[src/rtl/arm_ctrl_pkg.sv]
// Shared encodings for the ARM-subset microsequencer: state codes, ALU functions and datapath mux selects.
// Pure declarations; no latency or backpressure of its own.
package arm_ctrl_pkg;

    typedef enum logic [3:0] {
        S_RESET   = 4'd0,
        S_FETCH0  = 4'd1,
        S_FETCH1  = 4'd2,
        S_FETCH2  = 4'd3,
        S_DECODE  = 4'd4,
        S_DP_EXEC = 4'd5,
        S_LS_ADDR = 4'd6,
        S_LD_MEM  = 4'd7,
        S_LD_WB   = 4'd8,
        S_ST_DATA = 4'd9,
        S_ST_MEM  = 4'd10,
        S_BL_LINK = 4'd11,
        S_BR_EXEC = 4'd12,
        S_FAULT   = 4'd15
    } state_e;

    localparam logic [3:0] ALU_ADD = 4'b0100;
    localparam logic [3:0] ALU_SUB = 4'b0010;

    localparam logic [1:0] MA_RN    = 2'b00;
    localparam logic [1:0] MA_PC    = 2'b01;
    localparam logic [1:0] MA_MDR   = 2'b10;
    localparam logic [1:0] MA_ZERO  = 2'b11;

    localparam logic [1:0] MB_SHIFT = 2'b00;
    localparam logic [1:0] MB_FOUR  = 2'b01;
    localparam logic [1:0] MB_ZERO  = 2'b10;

    localparam logic [1:0] RD_IR    = 2'b00;
    localparam logic [1:0] RD_LR    = 2'b01;
    localparam logic [1:0] RD_PC    = 2'b10;

    // States that hold a memory request open until MOC arrives.
    function automatic logic is_wait_state(state_e s);
        return (s == S_FETCH1) || (s == S_LD_MEM) || (s == S_ST_MEM);
    endfunction

endpackage

[src/rtl/mem_wait_timer.sv]
// Counts cycles a memory access waits for MOC; pulses timeout on the last allowed cycle without MOC.
// Combinational timeout from registered count; MOC on the limit cycle suppresses the timeout.
module mem_wait_timer #(
    parameter int unsigned WAIT_LIMIT = 16
) (
    input  logic CLK,
    input  logic CLR,
    input  logic clear,
    input  logic tick,
    input  logic moc,
    output logic timeout
);

    localparam logic [7:0] LIMIT_M1 = 8'(WAIT_LIMIT - 1);

    logic [7:0] cnt_q;
    logic [7:0] cnt_d;

    always_comb begin
        cnt_d = cnt_q;
        if (clear) begin
            cnt_d = '0;
        end else if (tick && !moc) begin
            cnt_d = cnt_q + 8'd1;
        end
    end

    always_ff @(posedge CLK or negedge CLR) begin
        if (!CLR) begin
            cnt_q <= '0;
        end else begin
            cnt_q <= cnt_d;
        end
    end

    assign timeout = tick && !moc && (cnt_q == LIMIT_M1);

endmodule

[src/rtl/arm_control_unit.sv]
// Multi-cycle fetch/decode/execute microsequencer driving datapath load enables, mux selects and memory control.
// Moore outputs from registered state; memory states stall on MOC, falling into sticky FAULT after WAIT_LIMIT cycles.
module arm_control_unit
    import arm_ctrl_pkg::*;
#(
    parameter int unsigned WAIT_LIMIT = 16
) (
    input  logic        CLK,
    input  logic        CLR,
    input  logic [31:0] IR,
    input  logic        COND,
    input  logic        MOC,
    output logic        IR_LE,
    output logic        MAR_LE,
    output logic        MDR_LE,
    output logic        SR_LE,
    output logic        RF_LE,
    output logic        PC_LE,
    output logic [1:0]  MA_SEL,
    output logic [1:0]  MB_SEL,
    output logic        MDR_SEL,
    output logic [1:0]  RD_SEL,
    output logic [3:0]  ALU_OP,
    output logic        MEM_EN,
    output logic        MEM_RW,
    output logic        FAULT,
    output logic [3:0]  STATE
);

    state_e state_q;
    state_e state_d;
    logic   in_wait;
    logic   wait_clear;
    logic   timeout;
    logic   dp_test_op;
    logic   unused_ir;

    assign unused_ir  = ^{IR[31:28], IR[19:0]};
    assign in_wait    = is_wait_state(state_q);
    assign wait_clear = is_wait_state(state_d) && (state_d != state_q);
    // TST/TEQ/CMP/CMN only update flags.
    assign dp_test_op = (IR[24:23] == 2'b10);

    mem_wait_timer #(
        .WAIT_LIMIT (WAIT_LIMIT)
    ) u_wait_timer (
        .CLK     (CLK),
        .CLR     (CLR),
        .clear   (wait_clear),
        .tick    (in_wait),
        .moc     (MOC),
        .timeout (timeout)
    );

    always_ff @(posedge CLK or negedge CLR) begin
        if (!CLR) begin
            state_q <= S_RESET;
        end else begin
            state_q <= state_d;
        end
    end

    always_comb begin
        state_d = state_q;
        case (state_q)
            S_RESET:   state_d = S_FETCH0;
            S_FETCH0:  state_d = S_FETCH1;
            S_FETCH1:  state_d = MOC ? S_FETCH2 : (timeout ? S_FAULT : S_FETCH1);
            S_FETCH2:  state_d = S_DECODE;
            S_DECODE: begin
                if (!COND) begin
                    state_d = S_FETCH0;
                end else if (IR[27:26] == 2'b00) begin
                    state_d = S_DP_EXEC;
                end else if (IR[27:26] == 2'b01) begin
                    state_d = S_LS_ADDR;
                end else if (IR[27:25] == 3'b101) begin
                    state_d = IR[24] ? S_BL_LINK : S_BR_EXEC;
                end else begin
                    state_d = S_FETCH0;
                end
            end
            S_DP_EXEC: state_d = S_FETCH0;
            S_LS_ADDR: state_d = IR[20] ? S_LD_MEM : S_ST_DATA;
            S_LD_MEM:  state_d = MOC ? S_LD_WB : (timeout ? S_FAULT : S_LD_MEM);
            S_LD_WB:   state_d = S_FETCH0;
            S_ST_DATA: state_d = S_ST_MEM;
            S_ST_MEM:  state_d = MOC ? S_FETCH0 : (timeout ? S_FAULT : S_ST_MEM);
            S_BL_LINK: state_d = S_BR_EXEC;
            S_BR_EXEC: state_d = S_FETCH0;
            S_FAULT:   state_d = S_FAULT;
            default:   state_d = S_FETCH0;
        endcase
    end

    always_comb begin
        IR_LE   = 1'b0;
        MAR_LE  = 1'b0;
        MDR_LE  = 1'b0;
        SR_LE   = 1'b0;
        RF_LE   = 1'b0;
        PC_LE   = 1'b0;
        MA_SEL  = MA_RN;
        MB_SEL  = MB_SHIFT;
        MDR_SEL = 1'b0;
        RD_SEL  = RD_IR;
        ALU_OP  = ALU_ADD;
        MEM_EN  = 1'b0;
        MEM_RW  = 1'b0;
        FAULT   = 1'b0;
        case (state_q)
            S_FETCH0: begin
                MA_SEL = MA_PC;
                MB_SEL = MB_ZERO;
                MAR_LE = 1'b1;
            end
            S_FETCH1, S_LD_MEM: begin
                MEM_EN = 1'b1;
                MEM_RW = 1'b1;
                MDR_LE = 1'b1;
            end
            S_FETCH2: begin
                IR_LE  = 1'b1;
                MA_SEL = MA_PC;
                MB_SEL = MB_FOUR;
                RD_SEL = RD_PC;
                PC_LE  = 1'b1;
            end
            S_DP_EXEC: begin
                ALU_OP = IR[24:21];
                RF_LE  = !dp_test_op;
                SR_LE  = IR[20] || dp_test_op;
            end
            S_LS_ADDR: begin
                ALU_OP = IR[23] ? ALU_ADD : ALU_SUB;
                MAR_LE = 1'b1;
            end
            S_LD_WB: begin
                MA_SEL = MA_MDR;
                MB_SEL = MB_ZERO;
                RF_LE  = 1'b1;
            end
            S_ST_DATA: begin
                MDR_SEL = 1'b1;
                MA_SEL  = MA_ZERO;
                MDR_LE  = 1'b1;
            end
            S_ST_MEM:  MEM_EN = 1'b1;
            S_BL_LINK: begin
                MA_SEL = MA_PC;
                MB_SEL = MB_ZERO;
                RD_SEL = RD_LR;
                RF_LE  = 1'b1;
            end
            S_BR_EXEC: begin
                MA_SEL = MA_PC;
                RD_SEL = RD_PC;
                PC_LE  = 1'b1;
            end
            S_FAULT:   FAULT = 1'b1;
            default:   ;
        endcase
    end

    assign STATE = state_q;

endmodule

[config.mk]
export PLATFORM = sky130hd
export DESIGN_NAME = arm_control_unit
export DESIGN_NICKNAME = d
export VERILOG_FILES = /design/src/rtl/arm_ctrl_pkg.sv /design/src/rtl/mem_wait_timer.sv /design/src/rtl/arm_control_unit.sv
export SDC_FILE = /design/constraint.sdc
export NUM_CORES = 1
export LEC_CHECK = 0
export ABC_AREA = 1
export CAP_MARGIN = 0
export CORE_ASPECT_RATIO = 1.4
export CORE_UTILIZATION = 40
export DETAILED_ROUTE_END_ITERATION = 6
export PLACE_DENSITY = 0.87
export SLEW_MARGIN = 10
export SYNTH_ARGS = -nofsm -noshare
export SYNTH_HDL_FRONTEND = slang
export SYNTH_SLANG_ARGS = --single-unit
[constraint.sdc]
create_clock -name CLK -period 2.7 [get_ports CLK]
set_clock_uncertainty 0.2 [all_clocks]
set_input_delay 0.675 -clock CLK [delete_from_list [all_inputs] [get_ports CLK]]
set_output_delay 0.675 -clock CLK [all_outputs]
set_load 0.02 [all_outputs]
# Yosys cells after proc, flatten, opt, wreduce, memory -nomap -nowiden
# Cells that the tools add are included.
# classes
addsub,1
eq_ne,21
mux,30
n_reduce_logical,20
# op_table
cell,count
two-way mux 4 bit,10
case mux 4 bit (10 select lines),1
equality test 4 bit (second input constant),7
equality test 4 x 3 -> 1 bit (second input constant),5
two-way mux 8 bit,2
equality test 4 x 2 -> 1 bit (second input constant),3
two-way mux 1 bit,9
two-way mux 3 bit,3
OR reduction 3 bit,3
adder 8 x 1 -> 8 bit (second input constant),1
equality test 8 x 4 -> 1 bit (second input constant),1
case mux 2 bit (2 select lines),2
case mux 4 bit (2 select lines),1
OR reduction 2 bit,4
case mux 2 bit (3 select lines),1
logical OR 1 bit,5
equality test 4 x 1 -> 1 bit (second input constant),1
!= test 4 bit,1
OR reduction 4 bit,1
equality test 3 bit (second input constant),1
logical AND 1 bit,3
equality test 2 x 1 -> 1 bit (second input constant),1
equality test 2 bit (second input constant),1
zero test 1 bit,2
other kinds (3),3
# word_totals
register_bits,12
input_bits,36
elab_cells,74

# Logic depth before layout (Yosys ltp)
# Gate-level depths: netlist (run 1).
# logic_depth
word_depth,13
ltp_mapped,14
depth_no_buf,13

# Modules after synthesis
# From an unflattened synthesis (run 1), not the netlist that was laid out.
# hier_totals
cells_unflattened,204
area_unflattened_um2,1333.8
# by_module_without_submodules
mod,n_inst,cells_per_inst,area_per_inst_um2,seq_area_each_um2
arm_control_unit,1,144,892.1,100.1
mem_wait_timer,1,60,441.7,200.2

# Worst setup path before layout (run 1)
# No wires, ideal clock.
# synth_path
path_type,register to output
start,register state_q[0] (netlist: STATE[0])
end,output port RF_LE
arrival_ns,1.578
path_slack_ns,0.247
stages_incl_launch_ff,7
path_cell_list,dfrtp_1 > inv_1 > nor2_1 > inv_1 > nor2_1 > inv_1 > o21ai_0
# synth_between
elab_chain_cells,3
# synth_lines
element,line_no,source
start: declaration,arm_control_unit.sv:30,state_e state_q;
start signal: assignment,arm_control_unit.sv:59,state_q <= state_d;
equality test 4 bit,arm_control_unit.sv:111,case (state_q)
OR reduction 2 bit (no line),-,
case mux 1 bit (2 select lines) *,arm_control_unit.sv:111,
end: declaration,arm_control_unit.sv:17,"output logic RF_LE,"
# Mark *: on every way between the ends. The rest lies on a longest branch, timed or not.

# Final worst setup path (run 1)
# layout_path
start,register state_q[2] (netlist: STATE[2])
end,output port RD_SEL[0]
# layout_between
elab_chain_cells,3
# layout_lines
element,line_no,source
equality test 4 x 2 -> 1 bit / equality test 4 bit (equally long branches),arm_control_unit.sv:111,
OR reduction 2 bit (no line),-,
case mux 2 bit (2 select lines) *,arm_control_unit.sv:111,
end: declaration,arm_control_unit.sv:22,"output logic [1:0] RD_SEL,"
# Marks and branches as above.

==> impl_results.md, run 1 <==
- IO Pins: 60
- Worst-path maximum fanout: 4
- Dpl cells: 269
- Vias in the first global route: 1189
- DR DRC count: 0
- Post-Layout Cell Count: 272
- Unique cell type count in the Yosys netlist: 25
- Final Max Slew Viols: 0
- Ys Warns: 0
- Internal power: 298 µW
- CTS tree: done
- Met2 WL: 1.59 mm
- Htree depth: 1
- Via count: 1313
- Number of diodes: 0
- Post-DP HPWL: 2.30 mm
- Pwr dens: 217 nW/µm²
- Most common cell after layout, fill and taps aside: nand2_1
- Peak supply drop: 0.000263 V
- Chip width: 48.4 µm
- Total Neg Setup Slack: 0 ps
- Hold Buf Count CTS: 0
- Syn_area_per_cell: 6.44 µm²
- Post-DR vias/cell: 4.83
- Fill cell count: 270
- IO Port Bufs: 35
- Critical Path RT: 1820 ps
- Area of the multi-input gates: 778 µm²
- Period utilization: 0.966
- Root buffer cell: clkbuf_8
- Die area: 3240 µm²
- Seq/Total Area, Yosys: 0.249
- Layout Nets: 274
- DR iter-0 viols: 44
- Switching Share: 0.198
- Flops & latches, synth: 12
- Area of the mapped netlist: 1200 µm²
- Clock sink count: 12
- First-pass GRT wire length: 5.12 mm
- Site row count: 23
- Initial antenna violation count: 0
- Starting Density: 0.419
- Post-layout min period: 2610 ps
- Count of final setup violators: 0
- Reg clk slew, reported paths: 50 ps
- Die Y: 66.9 µm
- Total track usage: 0.201
- Met3 Wirelength: 159 µm
- Routed wire length: 2.97 mm
- Dpl ws: -209 ps
- Sequential power share: 0.485
- Max-cap violations: 0
- Post-route cell area: 1710 µm²
- ANT nets after route: 0
- Final Hold Viols: 0
- Fin Hold WS: 377 ps
- Worst Tran Pin Value: 506 ps
- Fmax: 0.383 GHz
- WL/cell: 10.9 µm
- Synth top area share: 0.249
- 1st-pass router iterations: 4
- Combinational share of power: 0.094
- Crit path arrival time: 1730 ps
- Total Power: 372 µW
- Startpoint type of the worst setup path: flop
- Grt total ovfl: 0
- Area after DPL: 1680 µm²
- Core area: 2880 µm²
- Clock Power Share: 0.421
- Longest Clk Path Bufs: 2
- Commonest non-fill, non-tap cells in the layout: nand2_1, nor2_1, inv_1
- Final RePlAce weighted congestion: 1.01
- Worst hold-check path type: flop to flop
- Met1 WL: 1.18 mm
- Largest cells by area after synthesis: dfrtp_1, nand2_1, nor2_1, nor2_2, inv_1
- Clock Latency Late Sink: 240 ps
- Fin worst setup slack: 91.6 ps
- Sequential cell area: 303 µm²
- Sw Pwr: 73.4 µW
- Slew headroom: 0.662
- WS Path Type: flop to output pin
- Cells after synthesis: 187
- RSZ-0062 raised after global routing: no
- Total CTS buffers: 3
- Area delta synth->final: 41.8%
- Syn_nets: 224
- Biggest area consumer among synthesized cells: dfrtp_1
- Highest Signal Layer: met4
- Share of layout cells above drive strength 1: 0.234
- Lkg Pwr: 1.02 nW
- Critical path endpoint category: output pin
- Largest net degree at the start of global routing: 13
- Fin util: 0.594
- Status: completed
-- path summary, 6_finish.rpt --
check	start	to	slack, ps	cells past startpoint
setup / recovery	STATE[2]	RD_SEL[0]	90	5
hold / removal	u_wait_timer.cnt_q[7]	u_wait_timer.cnt_q[7]	380	2
setup reg to reg	u_wait_timer.cnt_q[0]	u_wait_timer.cnt_q[3]	580	10
hold reg to reg	u_wait_timer.cnt_q[7]	u_wait_timer.cnt_q[7]	380	2
max in group asynchronous	CLR	STATE[3]	1360	1
min in group asynchronous	CLR	u_wait_timer.cnt_q[3]	580	1
-- cell usage after synthesis (all sizes together) --
cell / instances
nand3b: 2
or2: 2
xor2: 6
a21oi: 4
nand3: 13
dfrtp: 12
clkinv: 2
nand4: 2
inv: 25
xnor2: 1
nor3: 1
nor2: 50
o21ai: 4
buf: 1
ha: 1
nand2: 61
-- power groups by stage --
stage	clock, mW	combinational (mW)	sequential, mW
6_report	0.157	0.0348	0.180
5_1_grt	0.167	0.0390	0.180
4_1_cts	0.159	0.0350	0.180
3_5_place_dp	0	0.0348	0.183
3_3_place_gp	0	0.0344	0.183
2_1_floorplan	0	0.00808	0.183
-- worst max-delay path: stages (launching register included) --
cell and delay (ps):
dfrtp_1 440, inv_2 150, nand2_1 80, buf_4 150, nor2_1 70, clkdlybuf4s50_1 600
-- cell families (layout without fill, tap and decap cells) --
kind of cell,Yosys count,after routing,synth area share
compound gates,8,8,0.0332
xor+xnor,7,7,0.0509
fa+ha+maj,1,1,0.0104
buf+inv,28,76,0.105
flops,12,12,0.249
simple gates,131,131,0.551
-- per-layer routing --
| metal | track usage | vias up |
|---|---|---|
| met1 | 0.215 | 588 |
| met2 | 0.396 | 50 |
| met3 | 0.0297 | 7 |
| li1 | - | 668 |
| met5 | 0 | - |
| met4 | 0.0735 | 0 |
-- registers in the layout, indices dropped and copies added (netlist names) --
| name | cells |
|---|---|
| u_wait_timer.cnt_q | 8 |
| STATE | 4 |
-- repair_timing --
item,in CTS,in global routing
resized for setup,14,13
setup buffers,0,0
setup endpoints to repair,13,10
pin swaps,0,0
gates cloned,0,0
-- area by class of cell --
cell class              count  share of cell area
clock buffers               3              0.0242
inverters                  27              0.0695
multi-input cells         147               0.455
flip-flops and latches     12               0.177
well taps                  37              0.0271
repair buffers             46               0.247
Power figures use the tool's default switching activity.
==> run 2: changes to the inputs <==
Settings changed: PLACE_DENSITY 0.87 to 0.8.
==> run 2 against run 1 <==
Against the previous run: largest power group is now the clock network; fmax down 0.16%; highest routed layer unchanged; largest cell class unchanged; worst setup slack worse by 4.2 ps; clock power up 24%; first-iteration DRC count down 39%; die area unchanged; register-to-register slack better by 30 ps; cell area up 1.2%; via count down 3.4%; sequential power about the same; sequential cell count unchanged.
==> impl_results.md, run 2 (synthesis results as in run 1) <==
- Die area: 3240 µm² (unchanged)
- Total Power: 408 µW (+9.9%)
- Max reg flops: 8 (unchanged)
- Lkg Pwr: 1.03 nW (+0.83%)
- Area delta synth->final: 43.5%
- Peak supply drop: 0.000326 V (+24%)
- Min-delay src: u_wait_timer.cnt_q[7]
- Grt total ovfl: 0 (unchanged)
- Worst Hold End: u_wait_timer.cnt_q[7]
- Gates resized, CTS repair: 14 (unchanged)
- DR iter-0 viols: 27 (-39%)
- Final RePlAce weighted congestion: 0.869 (-14%)
- Chip width: 48.4 µm (unchanged)
- R2r setup slk: 610 ps (+30 ps)
- Hold Path Depth: 2 (unchanged)
- Slew headroom: 0.648 (-0.0137)
- IO Pins: 60 (unchanged)
- WL/cell: 10.3 µm (-6.0%)
- Crit path arrival time: 1740 ps (about the same)
- Root buffer cell: clkbuf_8
- Worst Tran Pin Value: 526 ps (+20.4 ps)
- Share of layout cells above drive strength 1: 0.242 (+0.00748)
- Hold Buf Count CTS: 0 (unchanged)
- Reg2reg end: u_wait_timer.cnt_q[3]
- Critical-path top delay cell: clkdlybuf4s50_1
- IO Port Bufs: 35 (unchanged)
- Htree depth: 1 (unchanged)
- Post-DR vias/cell: 4.65 (-3.7%)
- Period utilization: 0.968 (+0.00154)
- 1st-pass router iterations: 4 (unchanged)
- Worst-path maximum fanout: 7 (+3)
- Longest Clk Path Bufs: 2 (unchanged)
- Initial antenna violation count: 0 (unchanged)
- Die Y: 66.9 µm (unchanged)
- Reg clk slew, reported paths: 50 ps (about the same)
- Total CTS buffers: 3 (unchanged)
- Starting Density: 0.419 (unchanged)
- Status: completed
- Post-layout min period: 2610 ps (+4.16 ps)
- Critical path endpoint category: output pin
- Worst r2r src: u_wait_timer.cnt_q[0]
- Core area: 2880 µm² (unchanged)
- WS Path Type: flop to output pin
- Final Hold Viols: 0 (unchanged)
- Clock sink count: 12 (unchanged)
- Fin util: 0.601 (+0.00696)
- Max-cap violations: 0 (unchanged)
- Routed wire length: 2.81 mm (-5.6%)
- Layout Nets: 274 (unchanged)
- Pwr dens: 236 nW/µm² (+8.6%)
- RSZ-0062 raised after global routing: no
- Worst hold-check path type: flop to flop
- Fill cell count: 264 (-2.2%)
- Number of diodes: 0 (unchanged)
- Fmax: 0.383 GHz (-0.16%)
- Site row count: 23 (unchanged)
- Via count: 1269 (-3.4%)
- Largest net degree at the start of global routing: 13 (unchanged)
- Reg2Reg Depth: 10 (unchanged)
- Crit path largest cell delay: 600 ps (about the same)
- Final Max Slew Viols: 0 (unchanged)
- Total track usage: 0.195 (-0.00671)
- Commonest non-fill, non-tap cells in the layout: nand2_1, nor2_1, inv_1
- Clock Latency Late Sink: 240 ps (about the same)
- Startpoint type of the worst setup path: flop
- Biggest register: u_wait_timer.cnt_q
- Post-Layout Cell Count: 273 (+0.37%)
- CTS tree: done
- Count of final setup violators: 0 (unchanged)
- DR DRC count: 0 (unchanged)
- Most frequent CP cell: nand2_4
- Most common cell after layout, fill and taps aside: nand2_1
- Dpl cells: 269 (unchanged)
- First-pass GRT wire length: 4.91 mm (-4.0%)
- CP Cell Sequence: nor2_4 -> nand2_4 -> nand2_4 -> clkdlybuf4s50_1
- Critical Path RT: 1820 ps (about the same)
- ANT nets after route: 0 (unchanged)
- Setup bufs post-CTS: 0 (unchanged)
- Post-DP HPWL: 2.31 mm (+0.22%)
- Vias in the first global route: 1213 (+2.0%)
[run 2: cell types whose count changed in the layout (fill, tap and decap cells not counted), sizes merged]
cell           previous run  this run
clkdlybuf4s15             0         2
dlygate4sd1               1         0
clkbuf                    5         6
clkdlybuf4s50            17        19
dlygate4sd2              10         7
[run 2: critical path: cells and delay by family (launching register included)]
kind                   cells  cell delay (ps)
and+or+nand+nor            3              420
buffers and inverters      1              600
DFF                        1              470
[run 2: per-stage QoR]
stage | TNS, ps | hold slack [ps] | instance area (µm²) | worst slack [ps]
after floorplan | 0 | 179 | 1200 | 247
after global placement | -731 | 348 | 1680 | -199
after detailed placement | -779 | 350 | 1680 | -215
after CTS | 0 | 369 | 1720 | 4.71
after global routing | 0 | 407 | 1730 | 0.735
final | 0 | 368 | 1730 | 87.4
[run 2: how the worst max path moves through the flow]
stage,depth (start not counted),from,slack (ps),to
6_report,4,STATE[0],90,MEM_EN
3_5_place_dp,6,IR[24],-220,SR_LE
3_3_place_gp,6,IR[24],-200,SR_LE
4_1_cts,5,STATE[2],5,MAR_LE
5_1_grt,5,STATE[2],0.7,RD_SEL[0]
2_1_floorplan,6,STATE[0],250,RF_LE
[run 2: cell type report]
| class | count | area (µm²) | share of cell area |
|---|---|---|---|
| multi-input combinational | 147 | 778 | 0.450 |
| timing repair buffer | 46 | 427 | 0.247 |
| sequential | 12 | 304 | 0.176 |
| inverter | 27 | 119 | 0.0687 |
| clock buffer | 4 | 55.1 | 0.0318 |
| tap | 37 | 46.3 | 0.0268 |
[run 2: report_power, final]
part	leakage (nW)	switching, mW	internal, mW	total (mW)
clock	0.0288	0.0649	0.129	0.194
sequential	0.146	0	0.180	0.180
combinational	0.854	0.0145	0.0202	0.0347
[run 2: routing by layer]
layer / share of wire / track usage / vias to the layer above
li1: - / - / 669
met1: 0.38 / 0.192 / 542
met2: 0.53 / 0.364 / 47
met3: 0.056 / 0.0388 / 11
met4: 0.036 / 0.136 / 0
met5: 0 / 0 / -
